--- src/rtl/mos_nand_cell_pkg.sv ---
// Shared types for the switch-level NAND cell: encoded four-state values,
// network states and the node/sleep resolution helpers.
package mos_pkg;

    // Four-state value carried as a 2-bit code so X and Z survive 2-state flows.
    typedef logic [1:0] lv_t;
    localparam lv_t LV_0 = 2'b00;
    localparam lv_t LV_1 = 2'b01;
    localparam lv_t LV_Z = 2'b10;
    localparam lv_t LV_X = 2'b11;

    localparam int N_IN_MAX = 8;

    typedef enum logic [1:0] {
        NET_OFF   = 2'd0,
        NET_ON    = 2'd1,
        NET_MAYBE = 2'd2
    } net_state_t;

    function automatic lv_t resolve_node(input net_state_t up, input net_state_t down);
        lv_t node;
        node = LV_X;
        if (up == NET_ON && down == NET_OFF) begin
            node = LV_1;
        end else if (up == NET_OFF && down == NET_ON) begin
            node = LV_0;
        end else if (up == NET_OFF && down == NET_OFF) begin
            node = LV_Z;
        end
        return node;
    endfunction

    // Unknown sleep may or may not cut the rail, so a conducting network becomes MAYBE.
    function automatic net_state_t gate_sleep(input net_state_t net, input lv_t sleep);
        net_state_t gated;
        gated = net;
        if (sleep == LV_1) begin
            gated = NET_OFF;
        end else if (sleep != LV_0 && net == NET_ON) begin
            gated = NET_MAYBE;
        end
        return gated;
    endfunction

    function automatic net_state_t switch_state(input lv_t out);
        net_state_t st;
        st = NET_ON;
        if (out == LV_Z) begin
            st = NET_OFF;
        end else if (out == LV_X) begin
            st = NET_MAYBE;
        end
        return st;
    endfunction

endpackage

--- src/rtl/mos_nand_cell_if.sv ---
// Cell-side bundle: gate inputs, sleep, combinational node, registered copy,
// plus the resolved network states for observation.
interface mos_nand_cell_if
    import mos_pkg::*;
#(
    parameter int N_IN = 2
) ();
    // in/sleep are driven by the master and sampled combinationally; y/q and
    // the network states are always-valid outputs of the cell (no handshake).
    lv_t [N_IN-1:0] in;
    lv_t            sleep;
    lv_t            y;
    lv_t            q;
    net_state_t     up_st;
    net_state_t     dn_st;

    modport master (
        output in, sleep,
        input  y, q, up_st, dn_st
    );

    modport slave (
        input  in, sleep,
        output y, q, up_st, dn_st
    );
endinterface

--- src/rtl/mos_nand_cell_switch.sv ---
// Single MOS transistor: passes data when the gate turns it on, floats when
// off, and is unknown when the gate is X/Z.
module mos_switch
    import mos_pkg::*;
#(
    parameter bit IS_PMOS = 1'b0
) (
    input  lv_t gate,
    input  lv_t data,
    output lv_t out
);
    localparam lv_t ON_LVL  = IS_PMOS ? LV_0 : LV_1;
    localparam lv_t OFF_LVL = IS_PMOS ? LV_1 : LV_0;

    always_comb begin
        out = LV_X;
        if (gate == ON_LVL) begin
            out = data;
        end else if (gate == OFF_LVL) begin
            out = LV_Z;
        end
    end
endmodule

--- src/rtl/mos_nand_cell.sv ---
// N-input CMOS NAND: parallel PMOS pull-up, series NMOS pull-down, sleep gating,
// four-state node resolution and a charge-retaining output register.
module mos_nand_cell
    import mos_pkg::*;
#(
    parameter int N_IN = 2
) (
    input  logic           clk,
    input  logic           rst,
    mos_nand_cell_if.slave bus
);
    lv_t [N_IN-1:0] pu_out;
    lv_t [N_IN-1:0] pd_out;
    net_state_t     up_raw;
    net_state_t     dn_raw;
    net_state_t     up_st;
    net_state_t     dn_st;
    lv_t            y;
    lv_t            q_d;
    lv_t            q_q;
    logic           pu_any_on;
    logic           pu_all_off;
    logic           pd_all_on;
    logic           pd_any_off;

    for (genvar g = 0; g < N_IN; g++) begin : g_dev
        mos_switch #(.IS_PMOS(1'b1)) u_pmos (.gate(bus.in[g]), .data(LV_1), .out(pu_out[g]));
        mos_switch #(.IS_PMOS(1'b0)) u_nmos (.gate(bus.in[g]), .data(LV_0), .out(pd_out[g]));
    end

    // Parallel pull-up conducts if any device does; series pull-down needs all.
    always_comb begin
        pu_any_on  = 1'b0;
        pu_all_off = 1'b1;
        pd_all_on  = 1'b1;
        pd_any_off = 1'b0;
        for (int i = 0; i < N_IN; i++) begin
            if (switch_state(pu_out[i]) == NET_ON)  pu_any_on  = 1'b1;
            if (switch_state(pu_out[i]) != NET_OFF) pu_all_off = 1'b0;
            if (switch_state(pd_out[i]) != NET_ON)  pd_all_on  = 1'b0;
            if (switch_state(pd_out[i]) == NET_OFF) pd_any_off = 1'b1;
        end
        up_raw = pu_any_on ? NET_ON : (pu_all_off ? NET_OFF : NET_MAYBE);
        dn_raw = pd_all_on ? NET_ON : (pd_any_off ? NET_OFF : NET_MAYBE);
        up_st  = gate_sleep(up_raw, bus.sleep);
        dn_st  = gate_sleep(dn_raw, bus.sleep);
        y      = resolve_node(up_st, dn_st);
    end

    // A floating node leaves the stored charge in place.
    always_comb begin
        q_d = y;
        if (y == LV_Z) begin
            q_d = q_q;
        end
    end

    always_ff @(posedge clk) begin
        if (rst) begin
            q_q <= LV_1;
        end else begin
            q_q <= q_d;
        end
    end

    assign bus.y     = y;
    assign bus.q     = q_q;
    assign bus.up_st = up_st;
    assign bus.dn_st = dn_st;
endmodule

--- src/flat_wrapper.sv ---
// flat-port wrapper written by rule: the top's interface ports become plain ports
module mos_nand_cell_flat import mos_pkg::*;
#(
    parameter int N_IN = 2
)
  (clk, rst, bus_in, bus_sleep, bus_y, bus_q, bus_up_st, bus_dn_st);
  mos_nand_cell_if #(.N_IN(N_IN)) bus_i ();
  input  logic clk;
  input  logic rst;
  input wire logic [$bits(bus_i.in)-1:0] bus_in;
  input wire logic [$bits(bus_i.sleep)-1:0] bus_sleep;
  output wire logic [$bits(bus_i.y)-1:0] bus_y;
  output wire logic [$bits(bus_i.q)-1:0] bus_q;
  output wire logic [$bits(bus_i.up_st)-1:0] bus_up_st;
  output wire logic [$bits(bus_i.dn_st)-1:0] bus_dn_st;
  assign bus_i.in = bus_in;
  assign bus_i.sleep = bus_sleep;
  assign bus_y = bus_i.y;
  assign bus_q = bus_i.q;
  assign bus_up_st = bus_i.up_st;
  assign bus_dn_st = bus_i.dn_st;
  mos_nand_cell #(.N_IN(N_IN)) u_core (.clk(clk), .rst(rst), .bus(bus_i));
endmodule
--- config.mk ---
export PLATFORM = sky130hd
export DESIGN_NAME = mos_nand_cell_flat
export DESIGN_NICKNAME = d
export VERILOG_FILES = /design/src/rtl/mos_nand_cell_pkg.sv /design/src/rtl/mos_nand_cell_if.sv /design/src/rtl/mos_nand_cell_switch.sv /design/src/rtl/mos_nand_cell.sv /design/src/flat_wrapper.sv
export SDC_FILE = /design/constraint.sdc
export NUM_CORES = 1
export LEC_CHECK = 0
export ABC_AREA = 1
export BUFFER_PORTS_ARGS = -buffer_cell sky130_fd_sc_hd__buf_2
export CAP_MARGIN = 10
export CORE_AREA = 2 2 39 41
export DETAILED_ROUTE_END_ITERATION = 8
export DIE_AREA = 0 0 41 43
export PLACE_DENSITY = 0.49
export SYNTH_ARGS = -nofsm -noshare
export SYNTH_HDL_FRONTEND = slang
export SYNTH_HIERARCHICAL = 1
export SYNTH_SLANG_ARGS = --single-unit
--- constraint.sdc ---
create_clock -name clk -period 2 [get_ports clk]
set_input_delay 0.2 -clock clk [delete_from_list [all_inputs] [get_ports clk]]
set_output_delay 0.2 -clock clk [all_outputs]
set_load 0.01 [all_outputs]
* After elaboration in Yosys (flattened, before gate mapping)
Index checks and enable logic that the tools add are counted.
Widths: inputs -> output; s select.
** Cells by class
- Equal/unequal tests :: 20
- Mux-type cells :: 35
- Reductions and logical operators :: 14
** Operators by type and width (number)
- $mux 2 :: 22
- $eq 2x1->1 const B :: 9
- $eq 2x2->1 const B :: 9
- $mux 1 :: 13
- $logic_not 2->1 :: 6
- $reduce_bool 2->1 :: 3
- $logic_and 1x1->1 :: 5
- $ne 2x1->1 const B :: 2
** Word-level totals
- Register bits after elaboration :: 2
- Output and inout port bits :: 8
- Logic and storage cells :: 70

* Longest topological paths before layout
Gate-level depths: netlist (run 1).
- Depth in word-level cells :: 21
- Depth in mapped cells :: 9
- Mapped depth without buffers :: 9

* By module
Netlist (run 1), hierarchy kept.
** By module, submodules not included
- mos_nand_cell :: times used 1, cells each 36, area an instance 225.2 um^2, seq. area each 40.0 um^2
- mos_switch at u_core.g_dev[0].u_pmos ... :: times used 2, cells each 6, area an instance 22.5 um^2, seq. area each 0.0 um^2
- mos_switch at u_core.g_dev[0].u_nmos ... :: times used 2, cells each 5, area an instance 20.0 um^2, seq. area each 0.0 um^2

* Worst setup path after synthesis (run 1)
No wires, ideal clock.
- Kind :: in2out
- Start point :: input bus_in[1]
- End point :: output bus_y[1]
- Data arrival time :: 0.776 ns
- Data required time :: 1.800 ns
- Path slack :: 1.024 ns
- Cell stages on the path :: 6
- Cells stage by stage :: inv_1 > nand3_1 > inv_1 > nand2_1 > nor2_4 > o22ai_1
** RTL lines
- start: declaration :: RTL line flat_wrapper.sv:10 : input wire logic [$bits(bus_i.in)-1:0] bus_in;
- end: declaration :: RTL line flat_wrapper.sv:12 : output wire logic [$bits(bus_i.y)-1:0] bus_y;

==> summary.json, run 1 <==
{
  "run_status": {
    "run_status": "completed"
  },
  "clock_tree": {
    "clock_path_buffers": 2,
    "clkTransAtPathRegs_ps": 30,
    "clk-insertion-delay-late_ps": 220,
    "cts.repair_timing.setup_buffer_count": 0,
    "tritoncts": "done",
    "ctsResizeCount": 0,
    "ctsHtreeMaxLevel": 1,
    "cts_hold_buf": 0,
    "clkSinkCount": 2,
    "cts_root_buf": "sky130_fd_sc_hd__clkbuf_4",
    "cts-buffers-inserted": 3
  },
  "route": {
    "detailedRoute.firstIterationViolations": 5,
    "via_per_inst": 3.469,
    "vias": 340,
    "final_antenna_net_count": 0,
    "routed_wirelength_um": 560,
    "wire_per_inst_um": 5.714,
    "drt_drc_violations_left": 0,
    "drt_first_pass_iters": 2
  },
  "power_and_ir_drop": {
    "comb_power_share_pct": 34.5,
    "worst_ir_drop_vdd_mv": 0.07699,
    "pwr-share-clk_pct": 43.0,
    "power.leakage_nw": 0.2940,
    "pwr_dens_mw_per_mm2": 442.9,
    "internal_power_mw": 0.1374,
    "switching_share_pct": 31.12,
    "sequentialPowerShare_pct": 22.4,
    "power.net_switching_mw": 0.06209
  },
  "timing": {
    "setup_viol": 0,
    "fin_ws_ps": 810.2,
    "maxSlewViolCount": 0,
    "final.setup_skew_ps": 0,
    "final.setup.tns_ps": 0,
    "fmax_ghz": 0.8405,
    "min_period_ps": 1190,
    "unrepaired_setup_endpoints_after_global_routing": "false",
    "final_worst_path_cycle_share_pct": 59.49,
    "timing.final.hold_violations": 0
  },
  "floorplan": {
    "start_util_pct": 22.42,
    "die-width_um": 41,
    "fp.coreArea_sq_mm": 0.001384,
    "io-pin-count": 16,
    "fp.dieH_um": 43,
    "floorplan.die_area_sq_mm": 0.001763,
    "fp-row-count": 14
  },
  "placement": {
    "placement.io_buffers": 15,
    "minimum_setup_slack_after_placement_ps": 795.9,
    "gp_congestion": 0.6754,
    "detailedPlacementHpwl_um": 521.1
  },
  "global_routing": {
    "pin_count_of_the_biggest_net_entering_global_routing": 6,
    "grt_pass1_wl_um": 917,
    "number_of_antenna_violations_at_the_first_check_in_global_routing": 0,
    "globalRoute.totalOverflow": 0,
    "grt.total_usage_pct": 7.592,
    "vias_in_the_first_global_route": 274
  },
  "critical_path": {
    "path_class": "in2out",
    "critPathMaxFanout": 5,
    "critPathLaunchType": "primary input",
    "critical_path_arrival_ps": 990,
    "cp-end-kind": "output port",
    "cp_data_required_time_ps": 1800,
    "reg2reg_depth": 2
  },
  "synthesis": {
    "post_syn_instances": 58,
    "yosysSeqAreaShare_pct": 12.90,
    "synth_cell_types": 14,
    "yosys_warnings": 6,
    "synth_area_sq_um": 310.3,
    "synth-seq-cells": 2,
    "avgSynthCellArea_sq_um": 5.350
  },
  "min_path": {
    "worstHoldPathCells": 3,
    "worstHoldPathType": "in2reg"
  },
  "layout": {
    "num_antenna_cells": 0,
    "mostFrequentLayoutCells": "sky130_fd_sc_hd__inv_1 (16), sky130_fd_sc_hd__nand2_1 (16), sky130_fd_sc_hd__buf_2 (15), sky130_fd_sc_hd__conb_1 (8), sky130_fd_sc_hd__nand3_1 (7)",
    "syn_to_final_growth_pct": 45.16,
    "post_route_cells_drive_above_1_share_pct": 32.93,
    "max_ffs_per_register": 2,
    "final_net_count": 92
  },
  "run": {
    "cap_viol_max_count": 0
  }
}
cells in the mapped netlist:
cell type / number / area (sq um)
sky130_fd_sc_hd__nand3_1: 7 / 35.03
sky130_fd_sc_hd__o22ai_1: 1 / 6.260
sky130_fd_sc_hd__nand3_4: 1 / 17.52
sky130_fd_sc_hd__nand2_2: 3 / 18.77
sky130_fd_sc_hd__inv_1: 16 / 60.06
sky130_fd_sc_hd__nor2_4: 1 / 11.26
sky130_fd_sc_hd__nor2_1: 4 / 15.01
sky130_fd_sc_hd__inv_2: 1 / 3.750
sky130_fd_sc_hd__dfxtp_1: 2 / 40.04
sky130_fd_sc_hd__nand2_1: 16 / 60.06
sky130_fd_sc_hd__nor2_2: 2 / 12.51
sky130_fd_sc_hd__and3_1: 1 / 6.260
sky130_fd_sc_hd__conb_1: 2 / 7.510
sky130_fd_sc_hd__o21ai_4: 1 / 16.27
worst paths after layout:
path,start,end,slack [ps]
worst max-delay path,bus_in[1],bus_y[0],810
worst min register to register,u_core/bus.q[1],u_core/bus.q[1],460
worst max register to register,u_core/bus.q[0],u_core/bus.q[0],1440
worst min-delay path,rst,u_core/bus.q[0],200
layout make-up:
class                      count  area, sq um
fill                         172        933.4
multi-input combinational     45        229.0
timing repair buffer          15        75.07
inverter                      17        63.81
sequential                     2        40.04
clock buffer                   3        22.52
tap                           16        20.02
layer usage:
metal	vias to the layer above	share of wire (%)	wire length, um	track usage (%)
met4	0	0	0	8.000
met1	124	46	257	8.861
li1	207	-	-	-
met5	-	0	0	0
met3	0	6.1	34	0
met2	9	48	268	11.25
kinds of logic after synthesis:
kind of cell	count (synthesis)	synth area share [%]
simple gates	35	56.86
buf+inv	17	20.56
compound gates	2	7.261
flops	2	12.90
other cells	2	2.420
worst max-delay path, stage by stage:
cell and delay (ps):
sky130_fd_sc_hd__buf_2 110, sky130_fd_sc_hd__inv_1 60, sky130_fd_sc_hd__nand3_1 80, sky130_fd_sc_hd__nand2_1 120, sky130_fd_sc_hd__nand3_4 110, sky130_fd_sc_hd__o21ai_4 160
sky130_fd_sc_hd__buf_2 150
through the flow:
| step | instance area (sq um) | total power, mW | hold slack [ps] | utilization [%] | cells |
|---|---|---|---|---|---|
| detailed placement | 427.9 | 0.1151 | 423.7 | 30.92 | 95 |
| CTS | 450.4 | 0.2066 | 193.6 | 32.55 | 98 |
| global route | 450.4 | 0.2178 | 219.2 | 32.55 | 98 |
| floorplan | 332.8 | 0.09297 | 319.8 | - | 64 |
| global placement | 427.9 | 0.1150 | 422.2 | 30.92 | 95 |
| finish | 450.4 | 0.1995 | 198.5 | 32.55 | 98 |
power groups by stage:
stage | Sequential, mW | Clock, mW | Combinational (mW)
2_1_floorplan | 0.0468 | 0 | 0.0462
3_3_place_gp | 0.0453 | 0 | 0.0697
3_5_place_dp | 0.0453 | 0 | 0.0699
4_1_cts | 0.0448 | 0.0918 | 0.0700
5_1_grt | 0.0453 | 0.0933 | 0.0792
6_report | 0.0448 | 0.0858 | 0.0689
(Power assumes the default switching activity.)
==> run 2, diff against run 1 <==
--- a/config.mk
+++ b/config.mk
@@ -11,7 +11,7 @@
 export CORE_AREA = 2 2 39 41
 export DETAILED_ROUTE_END_ITERATION = 8
 export DIE_AREA = 0 0 41 43
-export PLACE_DENSITY = 0.49
+export PLACE_DENSITY = 0.5
 export SYNTH_ARGS = -nofsm -noshare
 export SYNTH_HDL_FRONTEND = slang
 export SYNTH_HIERARCHICAL = 1
==> constraint.sdc (replaced) <==
create_clock -name clk -period 1 [get_ports clk]
set_input_delay 0.1 -clock clk [delete_from_list [all_inputs] [get_ports clk]]
set_output_delay 0.1 -clock clk [all_outputs]
set_load 0.01 [all_outputs]
==> summary.json, run 2 (synthesis results as in run 1) <==
{
  "route": {
    "routed_wirelength": {"value": 802, "unit": "um", "change": "+43%"},
    "drt_drc_violations_left": {"value": 0, "change": "unchanged"},
    "drt_first_pass_iters": {"value": 4, "change": "+2"},
    "vias": {"value": 408, "change": "+20%"},
    "wire_per_inst": {"value": 7.863, "unit": "um", "change": "+38%"},
    "via_per_inst": {"value": 4.000, "change": "+15%"},
    "final_antenna_net_count": {"value": 0, "change": "unchanged"},
    "detailedRoute.firstIterationViolations": {"value": 1, "change": "-4"}
  },
  "layout": {
    "mostFrequentLayoutCells": "sky130_fd_sc_hd__nand2_2 (12), sky130_fd_sc_hd__buf_2 (10), sky130_fd_sc_hd__conb_1 (8), sky130_fd_sc_hd__inv_2 (7), sky130_fd_sc_hd__inv_1 (7)",
    "syn_to_final_growth_pct": 101.6,
    "max_ffs_per_register": {"value": 2, "change": "unchanged"},
    "finish.cell_count_without_fillers": {"value": 102, "change": "+4.1%"},
    "most_common_cell_after_layout_fill_and_taps_aside": "sky130_fd_sc_hd__nand2_2",
    "post_route_cells_drive_above_1_share": {"value": 68.60, "unit": "%", "change": "+36 points"},
    "layout.core_utilization": {"value": 45.21, "unit": "%", "change": "+13 points"},
    "final_net_count": {"value": 96, "change": "+4.3%"},
    "num_antenna_cells": {"value": 0, "change": "unchanged"}
  },
  "critical_path": {
    "r2r_path_end": "u_core/bus.q[0]",
    "critPathLaunchType": "primary input",
    "cp_slowest_cell": "sky130_fd_sc_hd__nor2_4",
    "reg2reg_depth": {"value": 2, "change": "unchanged"},
    "timing.rr.start": "u_core/bus.q[0]",
    "path_class": "in2out",
    "crit_family": "buffers and inverters",
    "cp-end-kind": "output port",
    "cpPeakStageDelay": {"value": 150, "unit": "ps", "change": "about the same"},
    "cp_data_required_time": {"value": 900, "unit": "ps", "change": "-900 ps"},
    "critPathMaxFanout": {"value": 5, "change": "unchanged"},
    "timing.critical_path.cells": "buf_8, buf_4, nand3_4, inv_2, nand2_2, nor2_4, o22ai_2, buf_2",
    "critical_path.n_buffers_inverters": {"value": 4, "change": "+1"},
    "ff2ff_setup_slack": {"value": 450, "unit": "ps", "change": "-990 ps"},
    "critical_path_arrival": {"value": 850, "unit": "ps", "change": "-140 ps"},
    "crit_path_start": "bus_in[0]"
  },
  "power_and_ir_drop": {
    "power.leakage": {"value": 0.3313, "unit": "nW", "change": "+13%"},
    "worst_ir_drop_vdd": {"value": 0.2374, "unit": "mV", "change": "+210%"},
    "pwr_dens": {"value": 780.8, "unit": "mW/mm^2", "change": "+76%"}
  },
  "clock_tree": {
    "cts_hold_buf": {"value": 0, "change": "unchanged"},
    "cts-buffers-inserted": {"value": 3, "change": "unchanged"},
    "clk-insertion-delay-late": {"value": 220, "unit": "ps", "change": "about the same"},
    "clkTransAtPathRegs": {"value": 30, "unit": "ps", "change": "about the same"},
    "tritoncts": "done",
    "ctsHtreeMaxLevel": {"value": 1, "change": "unchanged"},
    "clkSinkCount": {"value": 2, "change": "unchanged"},
    "cts_root_buf": "sky130_fd_sc_hd__clkbuf_4",
    "clock_path_buffers": {"value": 2, "change": "unchanged"}
  },
  "global_routing": {
    "grt.total_usage": {"value": 9.091, "unit": "%", "change": "+1.5 points"},
    "globalRoute.totalOverflow": {"value": 0, "change": "unchanged"},
    "number_of_antenna_violations_at_the_first_check_in_global_routing": {"value": 0, "change": "unchanged"},
    "vias_in_the_first_global_route": {"value": 332, "change": "+21%"},
    "pin_count_of_the_biggest_net_entering_global_routing": {"value": 6, "change": "unchanged"},
    "grt_pass1_wl": {"value": 1131, "unit": "um", "change": "+23%"}
  },
  "floorplan": {
    "floorplan.die_area": {"value": 0.001763, "unit": "sq mm", "change": "unchanged"},
    "fp.dieH": {"value": 43, "unit": "um", "change": "unchanged"},
    "fp-row-count": {"value": 14, "change": "unchanged"},
    "io-pin-count": {"value": 16, "change": "unchanged"},
    "start_util": {"value": 22.42, "unit": "%", "change": "unchanged"},
    "die-width": {"value": 41, "unit": "um", "change": "unchanged"},
    "fp.coreArea": {"value": 0.001384, "unit": "sq mm", "change": "unchanged"}
  },
  "timing": {
    "final.setup.tns": {"value": 0, "unit": "ps", "change": "unchanged"},
    "min_period_ps": 954.2,
    "final_worst_path_cycle_share_pct": 95.42,
    "maxSlewViolCount": {"value": 0, "change": "unchanged"},
    "timing.final.hold_violations": {"value": 0, "change": "unchanged"},
    "final.setup_skew": {"value": 0, "unit": "ps", "change": "unchanged"},
    "unrepaired_setup_endpoints_after_global_routing": "true",
    "setup_viol": {"value": 0, "change": "unchanged"},
    "fmax_ghz": 1.048
  },
  "placement": {
    "placement.io_buffers": {"value": 15, "change": "unchanged"},
    "post-place-cells": {"value": 95, "change": "unchanged"},
    "gp_congestion": {"value": 0.6772, "change": "+0.27%"},
    "detailedPlacementHpwl": {"value": 546, "unit": "um", "change": "+4.8%"}
  },
  "run": {
    "cap_viol_max_count": {"value": 0, "change": "unchanged"}
  },
  "run_status": {
    "run_status": "completed"
  },
  "min_path": {
    "worstHoldPathCells": {"value": 3, "change": "unchanged"},
    "worstHoldPathType": "in2reg",
    "min_delay_worst_endpoint": "u_core/bus.q[0]",
    "min-delay-start": "rst"
  }
}
==> run 2: power by group <==
group | switching (mW) | leakage (nW) | internal, mW
clock network | 0.0399 | 0.0138 | 0.132
logic | 0.120 | 0.301 | 0.107
registers | 0.00306 | 0.0166 | 0.0865
==> run 2: area by class of cell <==
| class | instances | area [sq um] |
|---|---|---|
| Inverter | 17 | 71.32 |
| Fill cell | 150 | 758.2 |
| Tap cell | 16 | 20.02 |
| Sequential cell | 2 | 40.04 |
| Timing Repair Buffer | 19 | 143.9 |
| Multi-Input combinational cell | 45 | 327.8 |
| Clock buffer | 3 | 22.52 |
==> run 2: how the worst max path moves through the flow <==
stage	cells after the start	slack [ps]	end
detailed placement	7	-10	bus_y[0]
floorplan	8	150	u_core/bus.q[1]
finish	8	50	bus_y[1]
CTS	9	2	bus_y[1]
global route	7	-10	bus_y[0]
global placement	7	-7	bus_y[0]
==> run 2: per-layer routing <==
metal	share of wire, %	track usage (%)
met3	5.0	0.5236
met1	37	9.810
met4	2.4	6.000
met2	55	15.63
met5	0	0
==> run 2: stage by stage <==
stage	area, sq um	total power [mW]	hold WS [ps]	setup slack (ps)
6_report	625.6	0.4885	98.71	45.78
2_1_floorplan	332.8	0.1859	219.8	145.2
4_1_cts	486.7	0.4316	92.14	2.335
3_5_place_dp	427.9	0.2314	322.2	-10.91
3_3_place_gp	427.9	0.2305	320.6	-7.167
5_1_grt	625.6	0.5268	143.4	-10.98
==> run 2: repair_timing <==
item / in CTS / in global routing
buffers inserted: 2 / 2
endpoints found under the hold margin: 0 / 0
pin swaps: 4 / 17
setup endpoints to repair: 2 / 6
resized for setup: 6 / 41
==> run 2: worst min-delay path, delay by kind of cell <==
kind                   cells  cell delay, ps
buffers and inverters      2             120
and+or+nand+nor            1              70
